==> config.mk <==
export PLATFORM = sky130hd
export DESIGN_NAME = seq_run_ctl_flat
export DESIGN_NICKNAME = d
export VERILOG_FILES = /design/src/rtl/seq_pkg.sv /design/src/rtl/seq_run_ctl_if.sv /design/src/rtl/seq_run_cnt.sv /design/src/rtl/seq_run_ctl.sv /design/src/flat_wrapper.sv
export SDC_FILE = /design/constraint.sdc
export NUM_CORES = 1
export LEC_CHECK = 0
export ABC_AREA = 1
export CAP_MARGIN = 20
export CELL_PAD_IN_SITES_DETAIL_PLACEMENT = 1
export CELL_PAD_IN_SITES_GLOBAL_PLACEMENT = 1
export CORE_UTILIZATION = 38
export DETAILED_ROUTE_END_ITERATION = 7
export MAX_ROUTING_LAYER = met4
export PLACE_DENSITY = 0.82
export SLEW_MARGIN = 5
export SYNTH_ARGS = -nofsm -noshare
export SYNTH_HDL_FRONTEND = slang
export SYNTH_SLANG_ARGS = --single-unit
export TNS_END_PERCENT = 10
==> constraint.sdc <==
create_clock -name clk -period 4.5 [get_ports clk]
set_clock_uncertainty 0.1 [all_clocks]
set_input_delay 0.9 -clock clk [delete_from_list [all_inputs] [get_ports clk]]
set_output_delay 0.9 -clock clk [all_outputs]
set_load 0.005 [all_outputs]
==> src/rtl/seq_pkg.sv <==
// Shared types for the seq_gen_dp datapath and its run controller.
package seq_pkg;

    typedef logic [15:0] reg16_t;

    typedef enum logic [1:0] {
        AS_PASS = 2'd0,
        AS_ADD  = 2'd1,
        AS_SUB  = 2'd2
    } as_ctl_t;

    typedef enum logic [1:0] {
        SH_NONE  = 2'd0,
        SH_LEFT  = 2'd1,
        SH_RIGHT = 2'd2
    } shift_ctl_t;

    typedef enum logic [1:0] {
        IDLE = 2'd0,
        INIT = 2'd1,
        STEP = 2'd2,
        DONE = 2'd3
    } run_state_t;

    localparam logic MODE_FIB  = 1'b0;
    localparam logic MODE_POW2 = 1'b1;

endpackage

==> src/rtl/seq_run_ctl_if.sv <==
// Host-side command/status bundle of seq_run_ctl; pause exists only with SEQ_RUN_PAUSE_EN.
interface seq_run_ctl_if #(
    parameter int CNT_W = 8
);
`ifdef SEQ_RUN_PAUSE_EN
    logic             pause;
`endif
    logic             start;
    logic             mode;
    logic [CNT_W-1:0] n_terms;
    logic             busy;
    logic             done;
    logic             term_valid;
    logic [CNT_W-1:0] term_idx;

    modport master (
`ifdef SEQ_RUN_PAUSE_EN
        output pause,
`endif
        output start, mode, n_terms,
        input  busy, done, term_valid, term_idx
    );

    modport slave (
`ifdef SEQ_RUN_PAUSE_EN
        input  pause,
`endif
        input  start, mode, n_terms,
        output busy, done, term_valid, term_idx
    );
endinterface

==> src/rtl/seq_run_cnt.sv <==
// Term counter: clear/enable, and a last flag when the count reaches lim-1.
module seq_run_cnt #(
    parameter int CNT_W = 8
) (
    input  logic             clk,
    input  logic             rst,
    input  logic             clr,
    input  logic             en,
    input  logic [CNT_W-1:0] lim,
    output logic [CNT_W-1:0] cnt,
    output logic             last
);
    logic [CNT_W-1:0] cnt_q, cnt_d;

    always_comb begin
        cnt_d = cnt_q;
        if (clr) begin
            cnt_d = '0;
        end else if (en) begin
            cnt_d = cnt_q + CNT_W'(1);
        end
    end

    always_ff @(posedge clk) begin
        if (rst) begin
            cnt_q <= '0;
        end else begin
            cnt_q <= cnt_d;
        end
    end

    assign cnt  = cnt_q;
    assign last = (cnt_q == lim - CNT_W'(1));
endmodule

==> src/rtl/seq_run_ctl.sv <==
// Start/done sequencer driving seq_gen_dp for Fibonacci or powers-of-two runs of N terms.
// Optional feature: define SEQ_RUN_PAUSE_EN to add the host pause input.
module seq_run_ctl
    import seq_pkg::*;
#(
    parameter int CNT_W = 8
) (
    input  logic          clk,
    input  logic          reset,
    seq_run_ctl_if.slave  host,
    output logic          dp_reset,
    output as_ctl_t       as_ctl,
    output shift_ctl_t    shift_ctl,
    output logic          r1_ld,
    output logic          r0_ld
);
    run_state_t       state_q, state_d;
    logic             mode_q, mode_d;
    logic [CNT_W-1:0] n_q, n_d;
    logic [CNT_W-1:0] cnt;
    logic             cnt_last;
    logic             cnt_clr;
    logic             cnt_en;
    logic             stall;
    logic             stepping;

`ifdef SEQ_RUN_PAUSE_EN
    assign stall = host.pause;
`else
    assign stall = 1'b0;
`endif

    always_comb begin
        state_d = state_q;
        mode_d  = mode_q;
        n_d     = n_q;
        case (state_q)
            IDLE: begin
                if (host.start) begin
                    state_d = INIT;
                    mode_d  = host.mode;
                    n_d     = host.n_terms;
                end
            end
            INIT:    state_d = (n_q == '0) ? DONE : STEP;
            STEP:    if (!stall && cnt_last) state_d = DONE;
            default: state_d = IDLE;
        endcase
    end

    // Mode and length are only captured on an accepted start, so they need no reset.
    always_ff @(posedge clk) begin
        if (reset) begin
            state_q <= IDLE;
        end else begin
            state_q <= state_d;
        end
        mode_q <= mode_d;
        n_q    <= n_d;
    end

    assign cnt_clr = (state_q == INIT);
    assign cnt_en  = (state_q == STEP) && !stall && !cnt_last;

    seq_run_cnt #(.CNT_W(CNT_W)) u_cnt (
        .clk  (clk),
        .rst  (reset),
        .clr  (cnt_clr),
        .en   (cnt_en),
        .lim  (n_q),
        .cnt  (cnt),
        .last (cnt_last)
    );

    // While reset is asserted every output except dp_reset is forced low.
    assign stepping = !reset && (state_q == STEP) && !stall;

    always_comb begin
        as_ctl    = AS_PASS;
        shift_ctl = SH_NONE;
        r1_ld     = 1'b0;
        r0_ld     = 1'b0;
        if (stepping) begin
            r1_ld = 1'b1;
            if (mode_q == MODE_FIB) begin
                as_ctl = AS_ADD;
                r0_ld  = 1'b1;
            end else begin
                shift_ctl = SH_LEFT;
            end
        end
    end

    assign dp_reset        = reset || (state_q == INIT);
    assign host.busy       = !reset && (state_q != IDLE);
    assign host.done       = !reset && (state_q == DONE);
    assign host.term_valid = stepping;
    assign host.term_idx   = (!reset && state_q == STEP) ? cnt : '0;
endmodule

==> src/flat_wrapper.sv <==
// flat-port wrapper written by rule: the top's interface ports become plain ports
module seq_run_ctl_flat import seq_pkg::*;
#(
    parameter int CNT_W = 8
)
  (clk, reset, dp_reset, as_ctl, shift_ctl, r1_ld, r0_ld, host_start, host_mode, host_n_terms, host_busy, host_done, host_term_valid, host_term_idx);
  seq_run_ctl_if #(.CNT_W(CNT_W)) host_i ();
  input  logic clk;
  input  logic reset;
  output logic dp_reset;
  output as_ctl_t as_ctl;
  output shift_ctl_t shift_ctl;
  output logic r1_ld;
  output logic r0_ld;
  input wire logic [$bits(host_i.start)-1:0] host_start;
  input wire logic [$bits(host_i.mode)-1:0] host_mode;
  input wire logic [$bits(host_i.n_terms)-1:0] host_n_terms;
  output wire logic [$bits(host_i.busy)-1:0] host_busy;
  output wire logic [$bits(host_i.done)-1:0] host_done;
  output wire logic [$bits(host_i.term_valid)-1:0] host_term_valid;
  output wire logic [$bits(host_i.term_idx)-1:0] host_term_idx;
  assign host_i.start = host_start;
  assign host_i.mode = host_mode;
  assign host_i.n_terms = host_n_terms;
  assign host_busy = host_i.busy;
  assign host_done = host_i.done;
  assign host_term_valid = host_i.term_valid;
  assign host_term_idx = host_i.term_idx;
  seq_run_ctl #(.CNT_W(CNT_W)) u_core (.clk(clk), .reset(reset), .host(host_i), .dp_reset(dp_reset), .as_ctl(as_ctl), .shift_ctl(shift_ctl), .r1_ld(r1_ld), .r0_ld(r0_ld));
endmodule
### Word level (Yosys, flattened, before mapping)

Cells that the tools add are included.

* register bits after elaboration: 19
* latch bits: 0
* memory bits (writable): 0
* memory bits (read-only): 0
* output and inout bits: 18
* logic and storage cells: 37
* memories: 0

* add/sub/neg operators: 2
* $mul: 0
* divide/modulo/power cells: 0
* magnitude comparators: 0
* equality and inequality tests: 6
* shift operators: 0
* mux-type cells: 12
* bitwise operators: 0
* reductions and logical operators: 13

Operators by type and width (count)
* $add 8x1->8 const B: 1
* $eq 8x8->1: 1
* $logic_not 8->1: 1
* $mux 2: 4
* $mux 8: 1
* $sub 8x1->8 const B: 1
* $mux 1: 6
* $pmux 2 s3: 1
* $eq 2x2->1 const B: 2
* $logic_and 1x1->1: 4
* $reduce_and 2->1: 2
* $eq 2x1->1 const B: 1
* $logic_not 1->1: 2
* $logic_not 2->1: 1
* $ne 2x1->1 const B: 1
* $ne 2x2->1 const B: 1
* $reduce_bool 2->1: 1
* $reduce_or 2->1: 1
* $logic_or 1x1->1: 1

### Logic depth before layout (Yosys ltp)

* depth after elaboration: 4
* mapped depth: 14
* gate-level depth less buffers: 14

### Modules after synthesis

Synthesis repeated with hierarchy kept, for this count alone.

* cells, all modules: 173
* area total of the unflattened synthesis: 1258.7 um^2

By module, submodules not included
* seq_run_cnt: times used 1, cells each 105, area an instance 633.1 um^2
* seq_run_ctl: times used 1, cells each 68, area an instance 625.6 um^2

### Worst setup path before layout

OpenSTA, ideal clock, no wires.

* path type: input to output
* from: in reset
* to: out as_ctl[0]
* arrival time: 1.637 ns
* setup slack: 1.863 ns
* cell stages on the path: 4
* path through: nor2_1 -> clkinv_1 -> nor2_1 -> buf_4

* cells in the longest elaborated chain, start to end: 3

RTL lines
* from (decl): line flat_wrapper.sv:9 `input logic reset;`
* $logic_not 1->1: line seq_run_ctl.sv:76 `assign stepping = !reset && (state_q == STEP) && !stall;`
* $logic_and 1x1->1: line seq_run_ctl.sv:76
* $mux 2: line seq_run_ctl.sv:83 `if (stepping) begin`
* to (decl): line flat_wrapper.sv:11 `output as_ctl_t as_ctl;`

Every way passes these cells.

### Final worst setup path

* from: in reset
* to: out host_term_idx[5]

* cells in the longest elaborated chain, start to end: 3

RTL lines
* $logic_not 1->1: line seq_run_ctl.sv:98 `assign host.term_idx = (!reset && state_q == STEP) ? cnt : '0;`
* $logic_and 1x1->1: line seq_run_ctl.sv:98
* $mux 8: line seq_run_ctl.sv:98
* to (decl): line flat_wrapper.sv:21 `output wire logic [$bits(host_i.term_idx)-1:0] host_term_idx;`

Every way passes these cells.

==> results.toml <==
[routing]
antenna_left = 0
post_drt_wl_per_cell_um = 12.2
drt_iter0_drc = 18
vias = 1166
drc = 0
first_pass_iters = 4
drt-total-wl_mm = 3.03
vias_per_cell = 4.68

[synthesis]
seq_area_frac_synth = 0.361
ys_seq_elements = 19
synth.top_cell.area_share = 0.207
synth_most_common_cell = "nand2_1"
synth_edf_count = 9
ys.warnings.count = 0
synthTopCellsByCount = "45 x nand2_1, 25 x nor2_1, 24 x inv_1, 10 x dfxtp_1, 10 x xor2_1"
async_flop_share = 0
synthFlopType = "dfxtp_1"
yosys.area.top_type = "edfxtp_1"
ys_types = 27
synthCells = 179
synthesis.area_um2 = 1300
syn_area_per_cell_um2 = 7.28
synth.area.top_cells = "edfxtp_1 21%, dfxtp_1 15%, nand2_1 13%, ha_1 7.7%, nor2_1 7.2%"

[finish]
fin_nets = 226
multi_input_area_um2 = 693
stdcell_count = 249
drive_above_1_share = 0.0878
num_antenna_cells = 0
fill_cells = 425
final-seq-area_um2 = 470
layout-area-overhead-vs-synth_pct = 24.3

[die]
die_w_um = 60.6
fp-row-count = 20
pin_count = 30
dieArea_um2 = 3670
fp.dieH_um = 60.6
core_um2 = 3150
start_util = 0.413

[sta]
finalWorstSetupSlack_ns = 0.901
max_freq_mhz = 278
final.setup.tns_ns = 0
fin_crit_sh = 0.800
slew_violations = 0
period_minus_slack_ns = 3.60
rsz0062_at_grt = "no"
setup_violations = 0
finalHoldViolCount = 0

[cts]
clkLatencyLatePin_ns = 0.29
cts_setup_buffers = 0
clockBufferDepth = 2
postCtsResizedCells = 0
cts_buffers = 3
cts_tree = "built"
root_buffer = "clkbuf_4"
holdBufCountCts = 0
clk_pin_slew_ns = 0.11
cts.sinks = 19
htreeDepth = 1

[place]
routabilityCongestion = 0.795
place_ws_ns = 0.897
io_buffer_count = 27
dp_hpwl_mm = 2.47
dp_cells = 245

[power_and_ir_drop]
powerDensity_nw_per_um2 = 369
irDropWorstVdd_mv = 0.229
leakage_nw = 0.669

[worst_setup_path]
crit_slowest_cell = "clkdlybuf4s50_1"
cp.required_ns = 3.50
worstSetupPathType = "input pin to output pin"
cp_max_fo = 10
slowest_delay_ns = 0.52
critPathCaptureType = "output pin"
worstPathArrival_ns = 2.60
worstSetupStartpointType = "input pin"
path_cells = "clkdlybuf4s50_1 -> nor2_1 -> clkinv_1 -> nor2_1 -> clkdlybuf4s50_1"

[global_route]
grt_pass1_wl_mm = 5.04
antenna_found_initial = 0
grt_pass1_vias = 1164
grt.total_usage = 0.192
overflow = 0
grt_max_degree = 11

[run_status]
outcome = "finished clean"

[job]
max_cap_violations = 0

[hold_path]
hp-class = "flop to flop"
-- report_power, final --
| part | switching, W | internal, W |
|---|---|---|
| clock network | 0.0000514 | 0.0000345 |
| logic | 0.000159 | 0.000107 |
| registers | 0.0000302 | 0.000216 |
-- path summary, 6_finish.rpt --
check / from / to / slack [ns] / depth (start not counted)
min: u_core.u_cnt.cnt[7] / u_core.u_cnt.cnt[7] / 0.40 / 2
max: reset / host_term_idx[5] / 0.90 / 5
max reg2reg: u_core.n_q[0] / u_core.u_cnt.cnt[1] / 2.26 / 13
min reg2reg: u_core.u_cnt.cnt[7] / u_core.u_cnt.cnt[7] / 0.40 / 2
-- registers in the layout (all words and copies together), names as in the netlist --
register          count
u_core.u_cnt.cnt      8
u_core.n_q            8
u_core.state_q        2
u_core.mode_q         1
-- cell type report --
type | count | area share
timing repair buffer | 27 | 0.167
clock buffer | 4 | 0.0162
multi-input combinational | 127 | 0.428
tap | 44 | 0.0340
sequential | 19 | 0.290
inverter | 28 | 0.0649
-- kinds of logic (layout without fill, tap and decap cells) --
family                     count (synthesis)  count (layout)  synth area share
adders and majority gates                  8               8            0.0768
other                                      1               2           0.00288
and+or+nand+nor                           92              92             0.304
buffers and inverters                     34              59             0.110
AOI/OAI and AO/OA                         13              13            0.0643
DFF                                       19              19             0.361
xor gates and xnor gates                  12              12            0.0806
-- cell usage in the layout (no fill, tap or decap) --
master,synthesis,routed
ha_1,8,8
a31oi_1,1,1
inv_1,24,24
or2_2,2,2
nand2_4,1,1
xnor2_1,2,2
nor2_1,25,25
nor3_1,2,2
xor2_1,10,10
o21ai_0,2,2
clkdlybuf4s50_1,0,27
nand4_1,2,2
o21bai_4,1,1
clkbuf_4,0,3
dfxtp_1,10,10
inv_2,3,3
nand3_2,1,1
nor2_2,3,3
o21ai_2,1,1
nand2_2,3,3
a21oi_1,8,8
clkinv_1,1,1
nand3_1,8,8
conb_1,1,2
edfxtp_1,9,9
nand2_1,45,45
clkbuf_1,1,1
-- worst max-delay path, delay by kind of cell --
| family | cells | cell delay, ns |
|---|---|---|
| buffers and inverters | 3 | 1.27 |
| and+or+nand+nor | 2 | 0.43 |
-- per-layer routing --
metal / part of all wire / GRT usage / up-vias
li1: - / - / 599
met1: 0.45 / 0.215 / 542
met2: 0.52 / 0.355 / 23
met3: 0.029 / 0.0192 / 2
met4: 0.0069 / 0.0584 / 0
met5: 0 / - / -
-- through the flow --
| stage | power [W] | hold slack, ns | utilization | cell area, um2 |
|---|---|---|---|---|
| 2_1_floorplan | 0.000426 | 0.359 | - | 1310 |
| 3_3_place_gp | 0.000502 | 0.373 | 0.506 | 1590 |
| 3_5_place_dp | 0.000519 | 0.393 | 0.506 | 1590 |
| 4_1_cts | 0.000606 | 0.410 | 0.514 | 1620 |
| 5_1_grt | 0.000647 | 0.433 | 0.514 | 1620 |
| 6_report | 0.000598 | 0.404 | 0.514 | 1620 |
Note: power is estimated with default switching activity, not from simulation.
==> RTL change: new RTL, config.mk and constraints unchanged <==
`CNT_W` is set to 8 in 4 places; all go to 12.
--- a/src/rtl/seq_run_ctl_if.sv
+++ b/src/rtl/seq_run_ctl_if.sv
@@ -2,3 +2,3 @@
 interface seq_run_ctl_if #(
-    parameter int CNT_W = 8
+    parameter int CNT_W = 12
 );
--- a/src/rtl/seq_run_cnt.sv
+++ b/src/rtl/seq_run_cnt.sv
@@ -2,3 +2,3 @@
 module seq_run_cnt #(
-    parameter int CNT_W = 8
+    parameter int CNT_W = 12
 ) (
--- a/src/rtl/seq_run_ctl.sv
+++ b/src/rtl/seq_run_ctl.sv
@@ -5,3 +5,3 @@
 #(
-    parameter int CNT_W = 8
+    parameter int CNT_W = 12
 ) (
--- a/src/flat_wrapper.sv
+++ b/src/flat_wrapper.sv
@@ -3,3 +3,3 @@
 #(
-    parameter int CNT_W = 8
+    parameter int CNT_W = 12
 )
Ports: changed (resized host_n_terms and host_term_idx); port bits go from 30 to 38. No check against the original RTL was run, so the function may have changed too.
==> RTL change against the unedited design <==
- setup slack gained 0.011 ns
- sequential cell count grew 8
- final area grew 43%
- routed wire length grew 63%
- clock power grew 66%
- largest power group is now sequential cells
- total power grew 36%
- area after synthesis grew 45%
- register-to-register slack lost 0.14 ns
==> RTL change: results <==
run_status:
  status: "finished clean"
clocking:
  clockBufferDepth: 2
  cts_max_level: 1
  clockRootBuffer: "clkbuf_8"
  post-cts-setup-buffers: 0
synthesis:
  ys_types: 30
  synth_edf_count: 13
  seq_area_frac_synth_pct: 35.4
  synth.area.top_cells: "edfxtp_1, dfxtp_1, nand2_1"
  synth-warning-count: 0
  async_flop_share_pct: 0
  ys.flop_type: "dfxtp_1"
  synth_common_cells: "nand2_1, nor2_1, inv_1"
routing:
  drtIter0Drc: 41
  post_drt_wl_per_cell_um: 13.2
  vias_per_cell: 4.79
  route.met2.wl_um: 2520
  dr.pass1.iters: 4
  dr_wl_met3_um: 120
  highest_layer: "met4"
  wl_met1_um: 2220
critical_path:
  cpLargestDelayFamily: "buffers and inverters"
  crit_fanout: 15
  critPathArrivalTime_ns: 2.59
  critical_path_class: "in2out"
  crit_slowest_cell: "clkdlybuf4s50_1"
  crit_start: "reset"
global_routing:
  grt_pass1_wl_um: 8120
  grt_pass1_vias: 1828
  grt.total_usage_pct: 20.7
  grt_max_degree: 18
power:
  switching_share_pct: 40.1
  ir_drop_mv: 0.174
  leakagePower_nw: 0.958
finish:
  final_nets: 332
  layout-drive-gt1-share_pct: 4.89
placement:
  dp_hpwl_um: 3920
  pre_cts_slack_ns: 0.890
  gp_congestion: 0.841
  port_buffers: 35
timing:
  period_minus_slack_ns: 3.59
==> RTL change: changes by cell type after synthesis, sizes merged, moves of 2 or more <==
cell / change
nand2: +21
nor2: +20
nand3: +17
inv: +16
a21oi: +5
dfxtp: +4
edfxtp: +4
buf: +3
clkbuf: +2
o21ai: +2
or2: -2
xor2: +2
==> RTL change: through the flow <==
step	instances	hold WS, ns	util [%]	instance area, um2
final	374	0.415	48.8	2320
after global routing	374	0.451	48.8	2320
after CTS	374	0.415	48.8	2320
after detailed placement	370	0.402	47.8	2270
after global placement	370	0.390	47.8	2270
after floorplan	278	0.362	-	1900
==> RTL change: per-layer routing <==
layer | up-vias | global-route usage, %
li1 | 914 | -
met1 | 837 | 23.5
met2 | 34 | 38.2
met3 | 7 | 1.66
met4 | 0 | 6.54
met5 | - | -
==> RTL change: final cells by class <==
type                    count  area (um2)
fillers                   644        2440
multi-input cells         196         996
flip-flops and latches     27         671
repair buffers             36         358
inverters                  44         165
well taps                  67        83.8
clock buffers               3        41.3
clock inverters             1        3.75
==> RTL change: worst paths after layout <==
kind	end	slack (ns)	depth (start not counted)
max	r0_ld	0.91	5
min	u_core.u_cnt.cnt[7]$_SDFFE_PP0P_	0.41	2
max reg2reg	u_core.u_cnt.cnt[0]$_SDFFE_PP0P_	2.12	13
min reg2reg	u_core.u_cnt.cnt[7]$_SDFFE_PP0P_	0.41	2
==> RTL change: cell families after synthesis <==
kind of cell | share of synthesized area [%]
other cells | 0.198
xor+xnor | 6.93
fa+ha+maj | 5.28
simple gates | 34.7
buf+inv | 12.3
compound gates | 5.21
flops | 35.4
==> RTL change: tightest hold or removal path, cell delays in order (launching register included) <==
cell     delay [ns]
dfxtp_1        0.35
nand2_1        0.07
a21oi_1        0.05
==> RTL change: power by group through the flow <==
stage          combinational, W  clock [W]  sequential (W)
2_1_floorplan          0.000229          0        0.000342
3_3_place_gp           0.000313          0        0.000353
3_5_place_dp           0.000323          0        0.000355
4_1_cts                0.000325   0.000145        0.000350
5_1_grt                0.000363   0.000155        0.000355
6_report               0.000318   0.000143        0.000349
